[config.mk]
export PLATFORM = sky130hd
export DESIGN_NAME = prog_fetch_unit
export DESIGN_NICKNAME = d
export VERILOG_FILES = /design/src/rtl/prog_fetch_unit.sv
export SDC_FILE = /design/constraint.sdc
export NUM_CORES = 1
export LEC_CHECK = 0
export ABC_AREA = 1
export ABC_CLOCK_PERIOD_IN_PS = 1450
export BUFFER_PORTS_ARGS = -buffer_cell sky130_fd_sc_hd__buf_2
export CAP_MARGIN = 20
export CORE_MARGIN = 2
export CORE_UTILIZATION = 43
export CTS_BUF_LIST = sky130_fd_sc_hd__clkbuf_16
export DETAILED_ROUTE_END_ITERATION = 7
export GPL_TIMING_DRIVEN = 0
export HOLD_SLACK_MARGIN = 0.1
export PLACE_DENSITY = 0.86
export SYNTH_ARGS = -nofsm -noshare
export SYNTH_HDL_FRONTEND = slang
export SYNTH_SLANG_ARGS = --single-unit
[constraint.sdc]
create_clock -name CLK -period 1.45 [get_ports CLK]
set_input_delay 0.29 -clock CLK [delete_from_list [all_inputs] [get_ports CLK]]
set_output_delay 0.29 -clock CLK [all_outputs]
set_load 0.02 [all_outputs]
[src/rtl/prog_fetch_unit.sv]
// prog_fetch_unit
// Program-counter and fetch-sequencing stage. Holds the registered PC that
// addresses program memory, advances it one word per unstalled cycle,
// applies absolute branch/jump redirects, and parks in a sticky FAULT state
// once the program-memory decoder reports the PC is outside its window.
//
// Ports
//   CLK            rising-edge clock
//   RST            synchronous, active-high reset (overrides all inputs)
//   iStall         hold PC this cycle; a simultaneous branch is dropped
//   iBranchEn      redirect request, loads iBranchTarget
//   iBranchTarget  absolute redirect address
//   CS_P           chip-select from the program-memory decoder for ADDR_Prog
//   ADDR_Prog      registered PC driven to the program-memory decoder
//   oPCPlus        ADDR_Prog + PC_STEP (link value), combinational
//   oFetchValid    ADDR_Prog is a valid fetch this cycle
//   oFault         sticky fetch-fault flag
//   oState         debug state: BOOT=0, RUN=1, FAULT=2
module prog_fetch_unit #(
  parameter logic [31:0] RESET_PC = 32'h00000410,
  parameter logic [31:0] PC_STEP  = 32'd1
) (
  input  logic        CLK,
  input  logic        RST,
  input  logic        iStall,
  input  logic        iBranchEn,
  input  logic [31:0] iBranchTarget,
  input  logic        CS_P,
  output logic [31:0] ADDR_Prog,
  output logic [31:0] oPCPlus,
  output logic        oFetchValid,
  output logic        oFault,
  output logic [1:0]  oState
);

  typedef enum logic [1:0] {
    BOOT  = 2'd0,
    RUN   = 2'd1,
    FAULT = 2'd2
  } state_t;

  state_t      state_q, state_d;
  logic [31:0] pc_q, pc_d;
  logic [31:0] pc_plus;

  // Modulo-2^32 increment; wrap past 32'hFFFFFFFF is intentional and the
  // resulting out-of-window address is caught by CS_P on the next cycle.
  assign pc_plus = pc_q + PC_STEP;

  always_ff @(posedge CLK) begin
    if (RST) begin
      state_q <= BOOT;
      pc_q    <= RESET_PC;
    end else begin
      state_q <= state_d;
      pc_q    <= pc_d;
    end
  end

  always_comb begin
    state_d = state_q;
    pc_d    = pc_q;
    case (state_q)
      BOOT: begin
        state_d = RUN;
      end
      RUN: begin
        // Chip-select loss wins over stall and branch; the bad address is
        // kept on ADDR_Prog for diagnosis.
        if (!CS_P) begin
          state_d = FAULT;
        end else if (!iStall) begin
          pc_d = iBranchEn ? iBranchTarget : pc_plus;
        end
      end
      FAULT: begin
        state_d = FAULT;
      end
      default: begin
        state_d = FAULT;
      end
    endcase
  end

  assign ADDR_Prog   = pc_q;
  assign oPCPlus     = pc_plus;
  assign oFetchValid = (state_q == RUN) & CS_P & ~iStall;
  assign oFault      = (state_q == FAULT);
  assign oState      = state_q;

endmodule

Yosys cells after proc, flatten, opt, wreduce, memory -nomap -nowiden
Cells that the tools add are included.
Cells by class
  $add $sub $neg: 1
  equal/unequal tests: 3
  multiplexer cells: 3
  bitwise operators: 3
  reductions and logical operators: 2
Operators by type and width (count)
  32-bit by 1-bit adder with 32-bit output, second input constant: 1
  32-bit two-way mux: 1
  2-bit one-hot mux with 2 select lines: 1
  3-bit AND reduction: 1
  1-bit AND: 2
  2-bit by 1-bit equality test with 1-bit output, second input constant: 1
  2-bit equality test, second input constant: 1
  2-bit logical NOT: 1
  2-bit two-way mux: 1
  2-bit != test, second input constant: 1
  1-bit inverter: 1
Word-level totals
  flip-flop bits (word level): 34
  output and inout bits: 68
  word-level logic and storage cells: 14

Depth between registers and ports, before layout
  depth after elaboration: 3
  mapped depth: 10
  gate-level depth less buffers: 10

Worst setup path before layout
OpenSTA, ideal clock, no wires.
  path kind: reg2out
  start point: reg pc_q[1], in the netlist ADDR_Prog[1]
  end point: out oPCPlus[24]
  arrival time: 1.557 ns
  data required time: 1.160 ns
  path slack: -0.397 ns
  stages on the path, launching flop included: 9
  buffers on the path: 0
  path through: dfxtp_1 -> ha_1 -> inv_1 -> nor2_4 -> nand2_4 -> nor2_4 -> nand2_1 -> nand2_1 -> and2_1
On the way
  longest elaborated chain between the ends: 1
RTL lines
  start, declared: RTL line 43  | logic [31:0] pc_q, pc_d;
  start signal, assigned: RTL line 56  | pc_q <= pc_d;
  32-bit by 1-bit adder with 32-bit output: RTL line 48  | assign pc_plus = pc_q + PC_STEP;
  end, declared: RTL line 30  | output logic [31:0] oPCPlus,
No other way between the ends.

Worst setup path in the final report
  start point: reg pc_q[15], in the netlist ADDR_Prog[15]
  end point: out oPCPlus[24]
Same word-level chain as after synthesis.

==> flow_summary.yaml <==
status:
  status: "finished with violations"
  violations: "negative setup slack"
finish:
  nets: 578
  n_antenna_cell: 0
  drive_above_1_share: 0.579
  multi_input_area_mm2: 0.00201
  final_cells: 613
  nFillCells: 359
  regArea_um2: 759
  final_area_mm2: 0.00421
  syn2layout_area_growth_pct: 73.2
power:
  seqPwrFrac: 0.378
  max-vdd-ir-drop_v: 0.000594
  p_switching_uw: 933
  internal-power_uw: 1870
  p_sw_frac: 0.332
  p_leak_uw: 0.00192
  powerDensity_mw_per_mm2: 666
  clkPwrFrac: 0.379
  pwr-share-comb: 0.243
die:
  die_w_um: 79.2
  core_area_mm2: 0.00547
  dieArea_mm2: 0.00628
  initial_core_util: 0.445
  num_rows: 27
  ioPinCount: 105
  die_y_um: 79.2
global_routing:
  grt_pass1_vias: 3026
  grt_max_degree: 11
  globalRouteTotalUtil: 0.292
  antenna_found_initial: 0
  grt_pass1_wl_mm: 14.3
  overflow: 0
clock_tree:
  tritoncts: "yes"
  ctsHtreeMaxLevel: 2
  hold_buffers: 0
  clockBufferDepth: 2
  clkSinkCount: 34
  cts_made_buffers: 5
  root_buffer: "clkbuf_16"
  clk_latency_ps: 290
  cts.clk_slew.worst_paths_ps: 60
setup_path:
  path_delay_family: "simple AND/OR/NAND/NOR gates"
  cpMostUsedCell: "nand2_1"
  crit_chain: "nand2_1, nor2_2, nand2_1, nor2_4, nand2_1, nand2_1, and2_4, buf_6"
  start_kind: "flip-flop"
  cpMaxStageDelayCell: "dfxtp_4"
  critPathRequiredTime_ps: 1160
  max_stage_delay_ps: 400
  cp_max_fo: 5
  worst-path-buf-inv: 1
  crit_arrival_ps: 1800
  critPathKind: "reg2out"
  end_kind: "output port"
timing:
  finalCriticalPeriod_ps: 2090
  finalCritPeriodShare: 1.44
  setup_viol: 54
  rsz0062_at_grt: "true"
  worst_slack_ps: -641
  skew_ps: 6.13
  finalHoldViolCount: 0
  slew_violations: 0
  worstMarginPinSlew_ps: 613
  slew_headroom: 0.591
  fmax_mhz: 478
detailed_routing:
  drc: 0
  wl_met1_mm: 4.29
  ant_nets: 0
  wl_met2_mm: 5.47
  vias: 3660
  wire_per_inst_um: 19.0
  highest_layer: "met4"
  drt_iter0_markers: 465
  firstDrtPassIters: 5
  routed_wl_mm: 11.6
  vias_per_cell: 5.97
  wl_met3_mm: 1.22
yosys:
  ys_warn_count: 0
  syn-cell-area_mm2: 0.00243
  yosysSeqAreaShare: 0.280
  synth_fp_nets: 421
  avgSynthCellArea_um2: 6.35
  synthCells: 383
  yosysUniqueCellTypes: 24
  synth-seq-cells: 34
worst_hold_path:
  min_path_type: "in2reg"
placement:
  dpl.hpwl_mm: 6.02
  dp.cells: 559
  io_buffers: 104
  gp_congestion: 0.967
  placed_area_mm2: 0.00318
job:
  max-cap-violations: 0
## flip-flops by register name, indices dropped and copies added (netlist names)
name and flops:
ADDR_Prog 32, oState 2
## synth_stat cells (all sizes together)
cell	number	area share
o21ai	31	0.064
inv	25	0.039
a31oi	2	0.0051
nand2	128	0.21
o211ai	1	0.0031
clkbuf	12	0.019
a21oi	57	0.12
xor2	10	0.058
nand3b	7	0.022
buf	3	0.0062
nor2	52	0.12
and2	3	0.0077
xnor2	5	0.018
nand3	12	0.025
ha	1	0.0051
dfxtp	34	0.28
## cells by family (layout without fill, tap and decap cells)
| family | Yosys count | count (layout) | synth area share |
|---|---|---|---|
| AOI/OAI and AO/OA | 91 | 91 | 0.191 |
| xor gates and xnor gates | 15 | 15 | 0.0756 |
| adders and majority gates | 1 | 1 | 0.00514 |
| buffers and inverters | 40 | 198 | 0.0632 |
| DFF | 34 | 34 | 0.280 |
| and+or+nand+nor | 202 | 202 | 0.386 |
## final timing paths
kind	from	to	slack [ps]	cells past startpoint
worst min-delay path	RST	oState[0]	190	2
worst min register to register	oState[1]	oState[1]	530	2
worst max-delay path	ADDR_Prog[15]	oPCPlus[24]	-640	8
worst max register to register	ADDR_Prog[3]	ADDR_Prog[11]	-340	10
## power groups by stage
stage / sequential [uW] / combinational [uW] / clock [uW]
6_report: 1060 / 682 / 1070
2_1_floorplan: 1120 / 255 / 0
5_1_grt: 1070 / 712 / 1120
4_1_cts: 1050 / 595 / 1020
3_3_place_gp: 1070 / 499 / 0
3_5_place_dp: 1080 / 508 / 0
## cell type report
type,count,share of cell area
Inverter,25,0.0235
Sequential cell,34,0.180
Multi-Input combinational cell,309,0.476
Buffer,15,0.0184
Clock buffer,5,0.0297
Timing Repair Buffer,150,0.248
Clock inverter,3,0.00297
Tap cell,72,0.0214
## timing repair
action,4_1_cts,5_1_grt
setup endpoints to repair,59,61
setup buffers,21,25
gates resized for setup,92,80
pin swaps,26,33
## metal layers
layer / vias to the layer above / track usage
li1: 1551 / -
met3: 79 / 0.0557
met4: 0 / 0.124
met1: 1691 / 0.361
met2: 339 / 0.494
met5: - / 0
## worst reg2reg max path, cell delays in order (launching register included)
cell and delay [ps]:
dfxtp_4 410, nand2_2 80, nor2_2 170, nand2_4 130, nor2_4 170, buf_6 130, xor2_2 190, buf_4 140
buf_4 90, nand2_1 60, a21oi_2 150
## placed cells by master (no fill, tap or decap), drive strengths merged
| cell type | Yosys | layout |
|---|---|---|
| a31oi | 2 | 2 |
| dfxtp | 34 | 34 |
| clkinv | 0 | 2 |
| o21ai | 31 | 31 |
| buf | 3 | 154 |
| xor2 | 10 | 10 |
| nand3b | 7 | 7 |
| inv | 25 | 26 |
| ha | 1 | 1 |
| o211ai | 1 | 1 |
| and2 | 3 | 3 |
| nand2 | 128 | 128 |
| a21oi | 57 | 57 |
| xnor2 | 5 | 5 |
| nand3 | 12 | 12 |
| nor2 | 52 | 52 |
| clkbuf | 12 | 16 |
## through the flow
step | hold WS (ps) | setup TNS (ps) | total power [uW] | util | setup WS [ps]
after CTS | 192 | -10950 | 2670 | 0.692 | -502
final | 186 | -16560 | 2810 | 0.770 | -641
after floorplan | 361 | -352 | 1380 | - | -61.7
after detailed placement | 492 | -10900 | 1580 | 0.581 | -341
after global placement | 477 | -9680 | 1570 | 0.581 | -343
after global routing | 184 | -19100 | 2900 | 0.770 | -693
(Power assumes the default switching activity.)
